$ cat src/rtl/clock_mode_ctrl.sv
// Digital-clock front-panel control core.
// Holds the BCD time and alarm registers, sequences the display/edit mode
// from the debounced panel buttons, raises the alarm and drops back to run
// mode after an edit-idle timeout.
//
// state      | meaning
// -----------+--------------------------------------------------
// M_RUN      | run: time counts, btn_inc acknowledges the alarm
// M_SET_HR   | edit time hour   (time frozen)
// M_SET_MIN  | edit time minute (time frozen)
// M_SET_SEC  | edit time second (time frozen)
// M_AL_HR    | edit alarm hour   (time keeps running)
// M_AL_MIN   | edit alarm minute (time keeps running)
// M_AL_SEC   | edit alarm second (time keeps running)
module clock_mode_ctrl #(
   parameter int TIMEOUT_TICKS = 30,
   parameter int RING_TICKS    = 60
) (
   input  logic       clk,
   input  logic       rst_n,
   input  logic       tick_1hz,
   input  logic       btn_mode,
   input  logic       btn_inc,
   input  logic       btn_12h,
   input  logic       alarm_en,
   output logic [2:0] mode,
   output logic       twelve,
   output logic [3:0] sec0,
   output logic [3:0] sec1,
   output logic [3:0] min0,
   output logic [3:0] min1,
   output logic [3:0] hour0,
   output logic [3:0] hour1,
   output logic [3:0] asec0,
   output logic [3:0] asec1,
   output logic [3:0] amin0,
   output logic [3:0] amin1,
   output logic [3:0] ahour0,
   output logic [3:0] ahour1,
   output logic       alarm_ring
);

   typedef enum logic [2:0] {
      M_RUN     = 3'd0,
      M_SET_HR  = 3'd1,
      M_SET_MIN = 3'd2,
      M_SET_SEC = 3'd3,
      M_AL_HR   = 3'd4,
      M_AL_MIN  = 3'd5,
      M_AL_SEC  = 3'd6
   } mode_t;

   // Idle counter only needs to reach TIMEOUT_TICKS; a zero timeout disables it.
   localparam int                IDLE_W  = (TIMEOUT_TICKS > 1) ? $clog2(TIMEOUT_TICKS + 1) : 1;
   localparam logic [IDLE_W-1:0] IDLE_TC = IDLE_W'(TIMEOUT_TICKS);
   localparam logic [IDLE_W-1:0] IDLE_1  = IDLE_W'(1);
   localparam bit                TO_EN   = (TIMEOUT_TICKS != 0);
   localparam logic [5:0]        RING_TC = 6'(RING_TICKS);

   mode_t             mode_q, mode_d;
   logic [IDLE_W-1:0] idle_q, idle_d;

   // Time and alarm kept as {tens, units} BCD pairs, always in 24 h form.
   logic [7:0] t_sec_q, t_min_q, t_hr_q;
   logic [7:0] t_sec_d, t_min_d, t_hr_d;
   logic [7:0] a_sec_q, a_min_q, a_hr_q;
   logic [7:0] a_sec_d, a_min_d, a_hr_d;

   logic       twelve_q;
   logic       ring_q, ring_d;
   logic [5:0] rcnt_q, rcnt_d;
   logic       upd_q;

   logic       inc_act;
   logic       time_runs;
   logic       time_upd;
   logic       time_eq;
   logic       ring_tc;
   logic       ring_clr;
   logic       ring_set;

   logic [8:0] sec_nx, min_nx, hr_nx;
   logic [8:0] asec_nx, amin_nx, ahr_nx;

   // {carry, tens, units} of a 00-59 BCD field plus one.
   function automatic logic [8:0] bcd_inc60(input logic [7:0] v);
      logic [8:0] r;
      if (v[3:0] >= 4'd9) begin
         if (v[7:4] >= 4'd5) r = 9'h100;
         else                r = {1'b0, v[7:4] + 4'd1, 4'd0};
      end else begin
         r = {1'b0, v[7:4], v[3:0] + 4'd1};
      end
      return r;
   endfunction

   // {carry, tens, units} of a 00-23 BCD field plus one.
   function automatic logic [8:0] bcd_inc24(input logic [7:0] v);
      logic [8:0] r;
      if (v[7:4] >= 4'd2 && v[3:0] >= 4'd3) r = 9'h100;
      else if (v[3:0] >= 4'd9)             r = {1'b0, v[7:4] + 4'd1, 4'd0};
      else                                 r = {1'b0, v[7:4], v[3:0] + 4'd1};
      return r;
   endfunction

   function automatic mode_t mode_after(input mode_t m);
      mode_t r;
      case (m)
         M_RUN:     r = M_SET_HR;
         M_SET_HR:  r = M_SET_MIN;
         M_SET_MIN: r = M_SET_SEC;
         M_SET_SEC: r = M_AL_HR;
         M_AL_HR:   r = M_AL_MIN;
         M_AL_MIN:  r = M_AL_SEC;
         default:   r = M_RUN;
      endcase
      return r;
   endfunction

   // btn_mode takes precedence, so a simultaneous btn_inc is dropped.
   assign inc_act   = btn_inc & ~btn_mode;
   assign time_runs = (mode_q == M_RUN) || (mode_q inside {M_AL_HR, M_AL_MIN, M_AL_SEC});
   assign time_upd  = tick_1hz & time_runs;

   assign sec_nx  = bcd_inc60(t_sec_q);
   assign min_nx  = bcd_inc60(t_min_q);
   assign hr_nx   = bcd_inc24(t_hr_q);
   assign asec_nx = bcd_inc60(a_sec_q);
   assign amin_nx = bcd_inc60(a_min_q);
   assign ahr_nx  = bcd_inc24(a_hr_q);

   // Mode state register and idle counter.
   always_ff @(posedge clk or negedge rst_n) begin
      if (!rst_n) begin
         mode_q <= M_RUN;
         idle_q <= '0;
      end else begin
         mode_q <= mode_d;
         idle_q <= idle_d;
      end
   end

   // Next mode: button advance, otherwise idle timeout back to run.
   always_comb begin
      mode_d = mode_q;
      idle_d = idle_q;
      if (mode_q == M_RUN) begin
         idle_d = '0;
         if (btn_mode) mode_d = M_SET_HR;
      end else if (btn_mode || btn_inc) begin
         idle_d = '0;
         if (btn_mode) mode_d = mode_after(mode_q);
      end else if (tick_1hz && TO_EN) begin
         if (idle_q + IDLE_1 == IDLE_TC) begin
            mode_d = M_RUN;
            idle_d = '0;
         end else begin
            idle_d = idle_q + IDLE_1;
         end
      end
   end

   // Next time/alarm: ticking with carries, or single-field edits without carry.
   always_comb begin
      t_sec_d = t_sec_q;
      t_min_d = t_min_q;
      t_hr_d  = t_hr_q;
      a_sec_d = a_sec_q;
      a_min_d = a_min_q;
      a_hr_d  = a_hr_q;
      if (time_upd) begin
         t_sec_d = sec_nx[7:0];
         if (sec_nx[8]) begin
            t_min_d = min_nx[7:0];
            if (min_nx[8]) t_hr_d = hr_nx[7:0];
         end
      end
      // Time edits only happen in modes where the time is frozen, so they
      // never collide with a tick update above.
      if (inc_act) begin
         case (mode_q)
            M_SET_HR:  t_hr_d  = hr_nx[7:0];
            M_SET_MIN: t_min_d = min_nx[7:0];
            M_SET_SEC: t_sec_d = sec_nx[7:0];
            M_AL_HR:   a_hr_d  = ahr_nx[7:0];
            M_AL_MIN:  a_min_d = amin_nx[7:0];
            M_AL_SEC:  a_sec_d = asec_nx[7:0];
            default:   ;
         endcase
      end
   end

   // Time and alarm registers.
   always_ff @(posedge clk or negedge rst_n) begin
      if (!rst_n) begin
         t_sec_q <= '0;
         t_min_q <= '0;
         t_hr_q  <= '0;
         a_sec_q <= '0;
         a_min_q <= '0;
         a_hr_q  <= '0;
      end else begin
         t_sec_q <= t_sec_d;
         t_min_q <= t_min_d;
         t_hr_q  <= t_hr_d;
         a_sec_q <= a_sec_d;
         a_min_q <= a_min_d;
         a_hr_q  <= a_hr_d;
      end
   end

   // Match is judged on the cycle after a ticking update, so edits that
   // land on the alarm time never ring.
   assign time_eq  = ({t_hr_q, t_min_q, t_sec_q} == {a_hr_q, a_min_q, a_sec_q});
   assign ring_tc  = ring_q & tick_1hz & (rcnt_q + 6'd1 == RING_TC);
   assign ring_clr = (inc_act & (mode_q == M_RUN)) | ~alarm_en | ring_tc;
   assign ring_set = upd_q & alarm_en & time_eq;

   // Alarm ring and its duration counter; any clear beats a new match.
   always_comb begin
      ring_d = ring_q;
      rcnt_d = rcnt_q;
      if (ring_clr) begin
         ring_d = 1'b0;
         rcnt_d = '0;
      end else if (ring_set) begin
         ring_d = 1'b1;
         rcnt_d = '0;
      end else if (ring_q && tick_1hz) begin
         rcnt_d = rcnt_q + 6'd1;
      end
   end

   // Alarm state, tick-update flag and 12/24 h toggle.
   always_ff @(posedge clk or negedge rst_n) begin
      if (!rst_n) begin
         ring_q   <= 1'b0;
         rcnt_q   <= '0;
         upd_q    <= 1'b0;
         twelve_q <= 1'b0;
      end else begin
         ring_q   <= ring_d;
         rcnt_q   <= rcnt_d;
         upd_q    <= time_upd;
         twelve_q <= twelve_q ^ btn_12h;
      end
   end

   assign mode       = mode_q;
   assign twelve     = twelve_q;
   assign alarm_ring = ring_q;
   assign sec0       = t_sec_q[3:0];
   assign sec1       = t_sec_q[7:4];
   assign min0       = t_min_q[3:0];
   assign min1       = t_min_q[7:4];
   assign hour0      = t_hr_q[3:0];
   assign hour1      = t_hr_q[7:4];
   assign asec0      = a_sec_q[3:0];
   assign asec1      = a_sec_q[7:4];
   assign amin0      = a_min_q[3:0];
   assign amin1      = a_min_q[7:4];
   assign ahour0     = a_hr_q[3:0];
   assign ahour1     = a_hr_q[7:4];

endmodule

$ cat config.mk
export PLATFORM = sky130hd
export DESIGN_NAME = clock_mode_ctrl
export DESIGN_NICKNAME = d
export VERILOG_FILES = /design/src/rtl/clock_mode_ctrl.sv
export SDC_FILE = /design/constraint.sdc
export NUM_CORES = 1
export LEC_CHECK = 0
export BUFFER_PORTS_ARGS = -buffer_cell sky130_fd_sc_hd__buf_4
export CAP_MARGIN = 30
export CORE_MARGIN = 2
export CORE_UTILIZATION = 55
export DETAILED_ROUTE_END_ITERATION = 6
export PLACE_DENSITY = 0.87
export SLEW_MARGIN = 10
export SYNTH_ARGS = -nofsm -noshare
export SYNTH_HDL_FRONTEND = slang
export SYNTH_SLANG_ARGS = --single-unit
$ cat constraint.sdc
create_clock -name clk -period 3.87 [get_ports clk]
set_clock_uncertainty 0.2 [all_clocks]
set_input_delay 0.387 -clock clk [delete_from_list [all_inputs] [get_ports clk]]
set_output_delay 0.387 -clock clk [all_outputs]
set_load 0.01 [all_outputs]
# Yosys cells after proc, flatten, opt, wreduce, memory -nomap -nowiden
# Cells that the tools add are included.
dict set report totals {
  reg_bits 65
  input_bits 7
  elab_cells 125
}
dict set report classes {
  add_sub_neg 14
  order_cmp 14
  n_eq_ne 11
  n_mux 40
  bitwise 12
  reduce_logical 19
}
# op count
set op_table {}
lappend op_table {{$mux 8} 18}
lappend op_table {{$add 4x1->4 const B} 12}
lappend op_table {{$mux 9} 4}
lappend op_table {{$eq 24x24->1} 1}
lappend op_table {{$ge 4x4->1 const B} 6}
lappend op_table {{$mux 5} 4}
lappend op_table {{$mux 3} 6}
lappend op_table {{$mux 6} 3}
lappend op_table {{$ge 4x2->1 const B} 4}
lappend op_table {{$ge 4x3->1 const B} 4}
lappend op_table {{$pmux 3 s5} 1}
lappend op_table {{$reduce_bool 3->1} 4}
lappend op_table {{$eq 3x3->1 const B} 3}
lappend op_table {{$reduce_and 3->1} 3}
lappend op_table {{$mux 4} 2}
lappend op_table {{$and 1x1->1} 7}
lappend op_table {{$add 6x1->6 const B} 1}
lappend op_table {{$eq 3x2->1 const B} 2}
lappend op_table {{$eq 6x6->1 const B} 1}
lappend op_table {{$reduce_and 2->1} 3}
lappend op_table {{$add 5x1->5 const B} 1}
lappend op_table {{$eq 5x5->1 const B} 1}
lappend op_table {{$ne 2x2->1 const B} 2}
lappend op_table {{$reduce_and 4->1} 1}
lappend op_table {{9 further kinds} 16}

# Depth between registers and ports, before layout
# Gate-level depths: netlist of the first run.
dict set report logic_depth {
  word_depth 8
  ltp_mapped 8
}

# Worst setup path before layout of the first run
# OpenSTA, ideal clock, no wires.
dict set report synth_path {
  kind {reg2reg}
  start {register t_sec_q[1]}
  end {register t_hr_q[2]}
  setup_ns 0.122
  arrival_ns 1.958
  required_ns 3.548
  path_slack_ns 1.590
  path_stages_with_launch 9
  n_path_buf 1
  synth_period_minus_slack_ns 2.280
  cell_sequence {dfrtp_1 inv_1 ha_1 or3b_1 o2111ai_1 nor4_4 or2_0 buf_4 a32o_1}
}
dict set report synth_between {
  elab_chain_len 6
}
# item line
set synth_rtl {}
lappend synth_rtl {{start, declared} 64} ;# logic [7:0] t_sec_q, t_min_q, t_hr_q;
lappend synth_rtl {{start signal, assigned} 203} ;# t_sec_q <= t_sec_d;
lappend synth_rtl {{$ge 4x4->1 (*)} 88} ;# if (v[3:0] >= 4'd9) begin
lappend synth_rtl {{$mux 9 (*)} 88}
lappend synth_rtl {{$mux 8 (*)} 173} ;# if (sec_nx[8]) begin
lappend synth_rtl {{$mux 8 (*)} 171} ;# if (time_upd) begin
lappend synth_rtl {{$mux 8} 181} ;# case (mode_q)
lappend synth_rtl {{$mux 8 (*)} 180} ;# if (inc_act) begin
lappend synth_rtl {{via t_hr_d[2]} 65} ;# logic [7:0] t_sec_d, t_min_d, t_hr_d;
lappend synth_rtl {{end signal, assigned} 205} ;# t_hr_q <= t_hr_d;
lappend synth_rtl {{end, declared} 64}
# The timed path passes the listed nets; every way through them passes the cells marked *.
# A chain may end at the register's enable or synchronous reset.

# Final worst setup path of the first run
dict set report layout_path {
  start {register t_sec_q[5]}
  end {register t_min_q[7]}
}
dict set report layout_between {
  elab_chain_len 7
}
# item line
set layout_rtl {}
lappend layout_rtl {{$ge 4x3->1 (*)} 89} ;# if (v[7:4] >= 4'd5) r = 9'h100;
lappend layout_rtl {{$mux 9 (*)} 89}
lappend layout_rtl {{$mux 9 (*)} 88}
lappend layout_rtl {{$mux 8 (*)} 173}
lappend layout_rtl {{$mux 8 (*)} 171}
lappend layout_rtl {{$mux 8} 181}
lappend layout_rtl {{$mux 8 (*)} 180}
lappend layout_rtl {{via t_min_d[7]} 65}
lappend layout_rtl {{end signal, assigned} 204} ;# t_min_q <= t_min_d;
lappend layout_rtl {{end, declared} 64}
# Marked as above.

==> results of run 1 <==
==> path summary, 6_finish.rpt <==
| check | startpoint | endpoint | slack [ns] |
|---|---|---|---|
| worst max-delay path | t_sec_q[5] | t_min_q[7] | 1.30 |
| max in group asynchronous | rst_n | t_min_q[7] | 2.44 |
| worst min register to register | twelve | twelve | 0.27 |
| worst min-delay path | btn_12h | twelve | 0.02 |
| worst max register to register | t_sec_q[5] | t_min_q[7] | 1.30 |
| min in group asynchronous | rst_n | t_hr_q[2] | 0.47 |
==> final cells by class <==
class | count | area, um2 | area share (%)
Timing Repair Buffer | 60 | 453 | 9.36
Multi-Input combinational cell | 315 | 2280 | 47.0
Inverter | 44 | 165 | 3.41
Clock inverter | 3 | 40.0 | 0.827
Clock buffer | 12 | 155 | 3.21
Tap cell | 99 | 124 | 2.56
Sequential cell | 65 | 1630 | 33.6
==> state kept, by name, indices dropped and copies added (netlist names) <==
name	cells
upd_q	1
t_min_q	8
a_min_q	8
t_sec_q	8
idle_q	5
twelve	1
a_hr_q	8
a_sec_q	8
t_hr_q	8
rcnt_q	6
alarm_ring	1
mode	3
==> through the flow <==
step	total power (uW)	setup slack [ns]	cell area (um2)	hold WS [ns]
after floorplan	1760	1.59	4100	-0.109
after global placement	2160	1.45	4630	0.256
after detailed placement	2210	1.31	4630	0.264
after CTS	2800	1.30	4840	0.00631
after global routing	3000	1.03	4840	0.0118
final	2790	1.30	4840	0.0161
==> repair_timing <==
action / CTS / global route
endpoints found under the hold margin: 65 / 0
gates resized for setup: 0 / 0
hold buffers: 1 / 0
==> cells in the mapped netlist, drive strengths merged (3+ instances only) <==
cell type  instances
o21ai             30
buf                4
nand2b            11
inv               44
nand3             21
and2               5
a32o               3
nor4               7
o31ai              3
nor2b              6
ha                38
mux2               4
o22ai              7
xnor2             12
nor2              24
a41oi              5
xor2              20
o211ai             6
a22o               7
nor3              15
nand4              8
or3b               4
a21boi             3
dfrtp             65
mux2i              4
nand2             26
a21oi             15
o21a               3
==> where the power goes <==
group	internal [uW]	switching, uW
clock	327	253
sequential	829	280
combinational	504	591
total	1660	1120
==> worst reg2reg max path, cell delays in order (launching register included) <==
cell and delay [ns]:
dfrtp_1 0.44, inv_1 0.10, ha_1 0.18, nand2b_1 0.13, a21oi_1 0.54, o22ai_2 0.32, nand2_2 0.19, mux2_2 0.35
==> logic make-up after synthesis <==
family,after synthesis,share of synthesized area [%]
muxes,8,2.08
AOI/OAI and AO/OA,99,16.8
and+or+nand+nor,138,18.2
adders and majority gates,38,11.6
DFF,65,39.7
buffers and inverters,50,4.82
xor gates and xnor gates,32,6.84
==> per-layer routing <==
| metal | vias to the layer above | global-route usage [%] | share of wire, % |
|---|---|---|---|
| li1 | 1659 | - | - |
| met1 | 1629 | 31.3 | 44 |
| met2 | 84 | 38.7 | 50 |
| met3 | 10 | 4.92 | 5.0 |
| met4 | 0 | 8.46 | 1.5 |
| met5 | - | 0 | 0 |
==> cells in the final DEF (no fill, tap or decap), types with 4 or more instances in the layout <==
master    instances
a21oi_1          14
mux2_2            4
buf_4            59
ha_1             38
nand4_1           8
dfrtp_1          65
nand2_1          25
clkbuf_8         11
xor2_1           20
mux2i_1           4
a41oi_1           5
o22ai_1           6
nor2b_1           6
nor3_1           15
a22o_1            7
and2_1            5
nand2b_1         11
xnor2_1          12
o21ai_0          29
nor2_1           24
nand3_1          20
nor4_1            5
inv_1            44
o211ai_1          6
==> parameters.txt, run 1 <==
Parameter                              Value

Timing
  Setup repair after global routing missed its margin    no
  Total count of hold-check failures in the final report    0
  Number of failing setup endpoints in the final timing report    0
  Transition time of the tightest slew-check pin    0.846 ns
  Count of final max-slew check failures    0
  Tcrit/Tclk final    66.4%
  Setup Total Neg Slack    0 ns
  Achievable Freq    0.389 GHz
  Worst slew slack as a fraction of its limit    43.1%
  Minimum clock period after layout    2.57 ns

Floorplanning
  Cell Rows    31
  Area enclosed by the die boundary    0.00816 mm2
  Core outline area    0.00725 mm2
  I/O pin cnt    60
  Initial Utilization    56.5%
  DIE HEIGHT    90.3 um
  Floorplan die width    90.3 um

Detailed routing
  Aggregate routed wire length    9.14 mm
  Drt via density    5.66
  Vias    3382
  Number of remaining DRC errors    0
  Wirelength per Cell    15.3 um
  Initial DRC Count    226
  Number of detailed-route iterations in the first pass    5
  Remaining antenna violation count after routing    0

Cells and area
  Ant. Diodes    0
  Layout cell share with drive strength beyond 1    18.0%
  Count of placed standard cells in the final layout, fillers left out    598
  Layout Utilization    66.7%
  Final-stage net count    540
  Number of fillers in the final layout    580
  Post-synthesis to final-layout area growth    18.0%

Clock tree
  CTS H-Tree Depth    3
  Post-CTS Setup Bufs    0
  Clock root buffer master    clkbuf_8
  Insertion delay to the later sink of the worst-skew pair    0.34 ns
  Clock tree from TritonCTS    built
  CTS Sinks    65
  Bufs on Longest Clock Path    2
  Clock edge transition at the registers on the reported setup and hold paths    0.07 ns
  Inserted Clock Buffers    9

Worst setup path
  Cells traversed along the worst timing path    inv_1 > ha_1 > nand2b_1 > a21oi_1 > o22ai_2 > nand2_2 > mux2_2
  Endpoint class of the critical path    register
  Data required time of the worst path    3.89 ns
  Maximum fanout encountered on the critical timing path    10
  Longest individual stage delay on the worst path    0.54 ns
  Startpoint Class    register
  Largest delay share family, worst path    compound AO/OA/AOI/OAI gates
  Data arrival time at the worst-slack endpoint    2.59 ns
  FF-to-FF path depth    7
  Critical-path top delay cell    a21oi_1
  Number of buffer and inverter instances along the worst setup path    1
  Crit path depth    7
  Crit Path Class    reg -> reg

Synth
  Cell variety after synth    59
  Number of synthesized flops with an enable pin    0
  Area leader, netlist    dfrtp_1
  Mapped cell area    0.00410 mm2
  Post-synth net total    475
  Share of synthesized area occupied by flip-flops and latches    39.7%
  Async set-reset flop share out of synthesis    100%
  Leading post-synthesis cells by cell area    dfrtp_1 40%, ha_1 12%, xor2_1 4.3%, inv_1 4.0%, o21ai_0 3.5%
  Syn_area_per_cell    9.54 um2
  Area share of the leading cell type in the synthesized netlist    39.7%
  Synthesized instance count    430
  Warnings from Yosys    0
  Most common flop cell mapped by yosys    dfrtp_1
  Post-synthesis register bit count    65

Global routing
  First-pass GRT wire length    15.8 mm
  All-Layer GR Usage    23.7%
  Pin count of the biggest net entering global routing    66
  Overflow left after global routing    0
  Initial antenna violation count    0
  Via count of the first global-routing pass    3289

Outcome
  Outcome    finished, final reports clean

Power
  Static leakage    0.00231 uW
  Highest ir drop seen on vdd    0.000397 V
  PwrDens    575 mW/mm2

Job
  Max capacitance violation total    0

Placed design
  HPWL after detailed placement    6.77 mm
  Total instance count after detailed placement    582
  Quantity of I/O buffers inserted on ports    59
  GP Congestion    0.870

Worst hold path
  Hold depth    2
  Tightest Hold Check Type    in -> reg
Note: power is estimated with default switching activity, not from simulation.
==> run 2: changes to the inputs <==
clock period = 2.48 ns   (was 3.87 ns; I/O delays follow)
==> parameters.txt, run 2 (synthesized netlist as in run 1, its figures left out) <==
Parameter                              Value

Global routing
  Pin count of the biggest net entering global routing    66 (unchanged)
  Via count of the first global-routing pass    3460 (+5.2%)
  All-Layer GR Usage    24.4% (+0.72 points)
  Overflow left after global routing    0 (unchanged)
  First-pass GRT wire length    16.1 mm (+2.4%)
  Initial antenna violation count    0 (unchanged)

Timing
  Minimum clock period after layout    2.38 ns
  Total count of hold-check failures in the final report    0 (unchanged)
  Tcrit/Tclk final    95.9%
  Worst slew slack as a fraction of its limit    45.8% (+2.6 points)
  Number of failing setup endpoints in the final timing report    0 (unchanged)
  Setup repair after global routing missed its margin    no
  Achievable Freq    0.421 GHz
  Count of final max-slew check failures    0 (unchanged)
  Transition time of the tightest slew-check pin    0.813 ns (-0.0331 ns)
  Setup Total Neg Slack    0 ns (unchanged)

Floorplanning
  Core outline area    0.00725 mm2 (unchanged)
  Cell Rows    31 (unchanged)
  Floorplan die width    90.3 um (unchanged)
  I/O pin cnt    60 (unchanged)
  Area enclosed by the die boundary    0.00816 mm2 (unchanged)
  Initial Utilization    56.5% (unchanged)
  DIE HEIGHT    90.3 um (unchanged)

Detailed routing
  Remaining antenna violation count after routing    0 (unchanged)
  Drt via density    5.81 (+2.7%)
  Number of detailed-route iterations in the first pass    5 (unchanged)
  Initial DRC Count    243 (+7.5%)
  Wirelength per Cell    15.6 um (+2.3%)
  Vias    3583 (+5.9%)
  Number of remaining DRC errors    0 (unchanged)
  Aggregate routed wire length    9.65 mm (+5.6%)

Worst setup path
  Critical R2R Capture    t_hr_q[4]
  FF-to-FF path depth    9 (+2)
  Data arrival time at the worst-slack endpoint    2.41 ns (-0.18 ns)
  Setup slack, reg-to-reg    0.17 ns (-1.13 ns)
  Data required time of the worst path    2.51 ns (-1.38 ns)
  Crit Path Class    in -> reg
  Maximum fanout encountered on the critical timing path    8 (-2)
  Worst flop-to-flop path startpoint    t_sec_q[5]
  Startpoint Class    primary input
  Endpoint class of the critical path    register

Power
  Clock network fraction of total power    19.3% (-1.5 points)
  Highest ir drop seen on vdd    0.000586 V (+48%)
  Switching power summed over all nets    1840 uW (+63%)
  Portion of total power attributed to sequential cells    37.2% (-2.6 points)
  Combinational group share of total power    43.5% (+4.2 points)
  Static leakage    0.00240 uW (+3.9%)
  Net switching fraction of the power    40.8% (+0.45 points)
  Power Total    4500 uW (+61%)
  Cell internal power dissipation    2660 uW (+60%)
  PwrDens    903 mW/mm2 (+57%)

Clock tree
  CTS H-Tree Depth    3 (unchanged)
  Clock edge transition at the registers on the reported setup and hold paths    0.07 ns (about the same)
  Clock tree from TritonCTS    built
  Insertion delay to the later sink of the worst-skew pair    0.35 ns (about the same)
  Inserted Clock Buffers    9 (unchanged)
  Bufs on Longest Clock Path    2 (unchanged)
  Post-CTS Setup Bufs    0 (unchanged)
  Clock root buffer master    clkbuf_8
  CTS Sinks    65 (unchanged)

Placed design
  HPWL after detailed placement    7.03 mm (+3.8%)
  GP Congestion    0.827 (-4.9%)
  Quantity of I/O buffers inserted on ports    59 (unchanged)

Cells and area
  Ant. Diodes    0 (unchanged)
  Leading cell type in the layout, fill and taps excluded    buf_4
  Post-synthesis to final-layout area growth    21.4%
  Layout cell share with drive strength beyond 1    20.7% (+2.6 points)
  Highest-count cells in the layout ignoring fill and taps    75 x buf_4, 65 x dfrtp_1, 44 x inv_1
  Layout Utilization    68.6% (+1.9 points)
  Final-stage net count    558 (+3.3%)

Job
  Max capacitance violation total    0 (unchanged)

Worst hold path
  Hold depth    3 (+1)
  Tightest Hold Check Type    in -> reg
  Worst min-delay path startpoint    tick_1hz
  Hold Path End    idle_q[0]

Outcome
  Outcome    finished, final reports clean
## run 2: cell count changes in the layout (fill, tap and decap cells not counted), sizes merged
cell	before	now
buf	59	75
clkbuf	12	14
dlygate4sd3	1	3
bufinv	1	0
## run 2: how the worst max path moves through the flow
stage / start / end / slack [ns] / depth (start not counted)
after global routing: t_sec_q[0] / t_hr_q[5] / 0.008 / 8
after CTS: btn_mode / a_sec_q[6] / 0.13 / 7
after floorplan: t_sec_q[1] / t_hr_q[2] / 0.20 / 8
after detailed placement: t_sec_q[0] / t_hr_q[7] / 0.16 / 7
final: btn_mode / t_sec_q[6] / 0.10 / 7
after global placement: t_sec_q[0] / t_hr_q[6] / 0.23 / 7
## run 2: power by group through the flow
stage          Sequential [uW]  Clock (uW)  Combinational (uW)
5_1_grt                   1720         921                2150
3_5_place_dp              1680           0                1920
6_report                  1670         869                1960
4_1_cts                   1670         873                1950
3_3_place_gp              1660           0                1840
2_1_floorplan             1720           0                1020
## run 2: layer usage
metal	global-route usage, %	routed length, um	up-vias
met5	0	0	-
met4	11.4	302	0
met3	4.76	500	24
met2	41.1	4820	125
met1	30.3	4030	1749
li1	-	-	1685
## run 2: per-stage QoR
| step | hold slack (ns) | cell area (um2) | setup WS (ns) | std cells |
|---|---|---|---|---|
| finish | 0.0580 | 4980 | 0.102 | 617 |
| global route | 0.0558 | 4980 | 0.00770 | 617 |
| CTS | 0.0508 | 4980 | 0.135 | 617 |
| detailed placement | 0.198 | 4750 | 0.157 | 598 |
| global placement | 0.192 | 4750 | 0.226 | 598 |
| floorplan | -0.248 | 4100 | 0.200 | 430 |
## run 2: worst max-delay path, cell delays in order
cell and delay, ns:
dlygate4sd3_1 0.54, buf_4 0.16, or2b_1 0.26, or3_1 0.40
a21oi_2 0.37, o21ai_0 0.18, a32o_1 0.24
## run 2: final cells by class
| class | count | area (um2) |
|---|---|---|
| fillers | 537 | 2280 |
| flip-flops and latches | 65 | 1630 |
| well taps | 99 | 124 |
| repair buffers | 78 | 593 |
| clock buffers | 14 | 183 |
| multi-input cells | 315 | 2280 |
| inverters | 44 | 165 |
| clock inverters | 2 | 10.0 |
## run 2: timing repair
item / in CTS / in global routing
hold endpoints to repair: 68 / 0
hold buffers: 3 / 0
setup endpoints to repair: 0 / 8
gates resized for setup: 0 / 1
==> run 3: changes to the inputs <==
CORE_MARGIN = not set   (was 2)
PLACE_DENSITY = 0.77   (was 0.87)
==> parameters.txt, run 3 (synthesized netlist as in run 1, its figures left out) <==
Parameter                              Value

Detailed routing
  Initial DRC Count    231 (-4.9%)
  Drt via density    5.62 (-3.2%)
  Aggregate routed wire length    9.46 mm (-2.0%)
  Number of remaining DRC errors    0 (unchanged)
  Remaining antenna violation count after routing    0 (unchanged)
  Vias    3461 (-3.4%)
  Number of detailed-route iterations in the first pass    5 (unchanged)
  Wirelength per Cell    15.4 um (-1.8%)

Floorplanning
  Floorplan die width    88.3 um (-2.2%)
  Core outline area    0.00721 mm2 (-0.53%)
  I/O pin cnt    60 (unchanged)
  Initial Utilization    56.8% (+0.30 points)
  Cell Rows    31 (unchanged)
  Area enclosed by the die boundary    0.00780 mm2 (-4.4%)
  DIE HEIGHT    88.3 um (-2.2%)

Timing
  Achievable Freq    0.420 GHz (about the same)
  Count of final max-slew check failures    0 (unchanged)
  Setup Total Neg Slack    0 ns (unchanged)
  Worst slew slack as a fraction of its limit    44.1% (-1.7 points)
  Setup repair after global routing missed its margin    no
  Minimum clock period after layout    2.38 ns (+0.00136 ns)
  Number of failing setup endpoints in the final timing report    0 (unchanged)
  Total count of hold-check failures in the final report    0 (unchanged)
  Worst-case setup margin in the final layout    0.101 ns (-0.00136 ns)
  Transition time of the tightest slew-check pin    0.838 ns (+0.0252 ns)
  Tcrit/Tclk final    95.9% (about the same)

Power
  PwrDens    902 mW/mm2 (-0.20%)
  Static leakage    0.00239 uW (-0.31%)
  Highest ir drop seen on vdd    0.000679 V (+16%)

Clock tree
  Inserted Clock Buffers    9 (unchanged)
  Post-CTS Setup Bufs    0 (unchanged)
  Clock edge transition at the registers on the reported setup and hold paths    0.07 ns (about the same)
  Insertion delay to the later sink of the worst-skew pair    0.34 ns (about the same)
  Bufs on Longest Clock Path    2 (unchanged)
  CTS H-Tree Depth    3 (unchanged)
  CTS Sinks    65 (unchanged)
  Clock tree from TritonCTS    built
  Clock root buffer master    clkbuf_8

Worst setup path
  Endpoint class of the critical path    register
  Data required time of the worst path    2.56 ns (+0.05 ns)
  Maximum fanout encountered on the critical timing path    7 (-1)
  Startpoint Class    primary input
  Crit Path Class    in -> reg
  Setup slack, reg-to-reg    0.15 ns (-0.02 ns)
  Data arrival time at the worst-slack endpoint    2.46 ns (+0.05 ns)

Cells and area
  Final-stage net count    557 (-0.18%)
  Highest-count cells in the layout ignoring fill and taps    74 x buf_4, 65 x dfrtp_1, 44 x inv_1
  Number of fillers in the final layout    617 (+15%)
  Leading cell type in the layout, fill and taps excluded    buf_4
  Layout cell share with drive strength beyond 1    20.1% (-0.54 points)
  Summed area of non-filler cells in the final layout    0.00497 mm2 (-0.23%)
  Post-synthesis to final-layout area growth    21.1%
  Ant. Diodes    0 (unchanged)

Global routing
  First-pass GRT wire length    15.5 mm (-4.0%)
  Pin count of the biggest net entering global routing    66 (unchanged)
  Global-route met3 utilization    3.73% (-1.0 points)
  Met1 GRT Util    35.8% (+5.6 points)
  All-Layer GR Usage    26.1% (+1.7 points)
  Via count of the first global-routing pass    3209 (-7.3%)
  Busiest layer in global routing    met2
  Initial antenna violation count    0 (unchanged)
  Overflow left after global routing    0 (unchanged)
  Grt met2 use    41.8% (+0.72 points)

Job
  Max capacitance violation total    0 (unchanged)

Placed design
  GP Congestion    0.906 (+9.5%)
  HPWL after detailed placement    6.94 mm (-1.2%)
  Quantity of I/O buffers inserted on ports    59 (unchanged)
  Worst slack at placement    0.113 ns (-0.0435 ns)
  Placed Area    0.00475 mm2 (-0.16%)

Worst hold path
  Tightest Hold Check Type    in -> reg

Outcome
  Outcome    finished, final reports clean
run 3: cell count changes in the layout (fill, tap and decap cells not counted):
cell       before  now
buf_4          75   74
clkbuf_8       13   10
clkbuf_1        1    3
bufinv_16       0    1
run 3: final cells by class:
class	count	area [um2]	area share (%)
inverter	44	165	3.33
clock buffer	13	149	3.00
multi-input combinational	315	2280	45.8
timing repair buffer	77	586	11.8
clock inverter	3	40.0	0.806
sequential	65	1630	32.8
tap	99	124	2.49
run 3: metrics by stage:
step                      util [%]  total power (uW)  hold WS [ns]  cells
final                         68.8              4480        0.0616    616
after detailed placement      65.8              3580         0.203    597
after CTS                     68.8              4490        0.0475    616
after global routing          68.8              4800        0.0825    616
after global placement        65.8              3520         0.206    597
after floorplan                  -              2740        -0.248    430
run 3: repair_timing:
action                     CTS  global route
hold buffers                 3             0
gates resized for setup      0             1
hold endpoints to repair    68             0
setup endpoints to repair    0             6
run 3: path summary, 6_finish.rpt:
path / depth (start not counted) / from / end
setup / recovery: 7 / btn_mode / a_sec_q[6]
setup reg to reg: 8 / t_sec_q[0] / t_hr_q[5]
max in group asynchronous: 2 / rst_n / t_sec_q[6]
min in group asynchronous: 2 / rst_n / idle_q[2]
hold / removal: 3 / tick_1hz / idle_q[1]
hold reg to reg: 1 / twelve / twelve
run 3: worst max-delay path, cell delays in order:
cell           delay, ns
dlygate4sd3_1       0.54
buf_4               0.16
or3b_4              0.43
a2111oi_4           0.54
nand3_2             0.21
o21ai_1             0.17
a22o_1              0.15
run 3: per-layer routing:
layer / vias to the layer above / share of wire, %
li1: 1684 / -
met5: - / 0
met1: 1682 / 46
met2: 84 / 48
met4: 0 / 1.6
met3: 11 / 3.6
run 3: where the power goes:
group	leakage (uW)	internal (uW)	switching, uW	total [uW]
clock	0.0000974	491	407	898
combinational	0.00146	886	1020	1910
sequential	0.000840	1290	374	1670
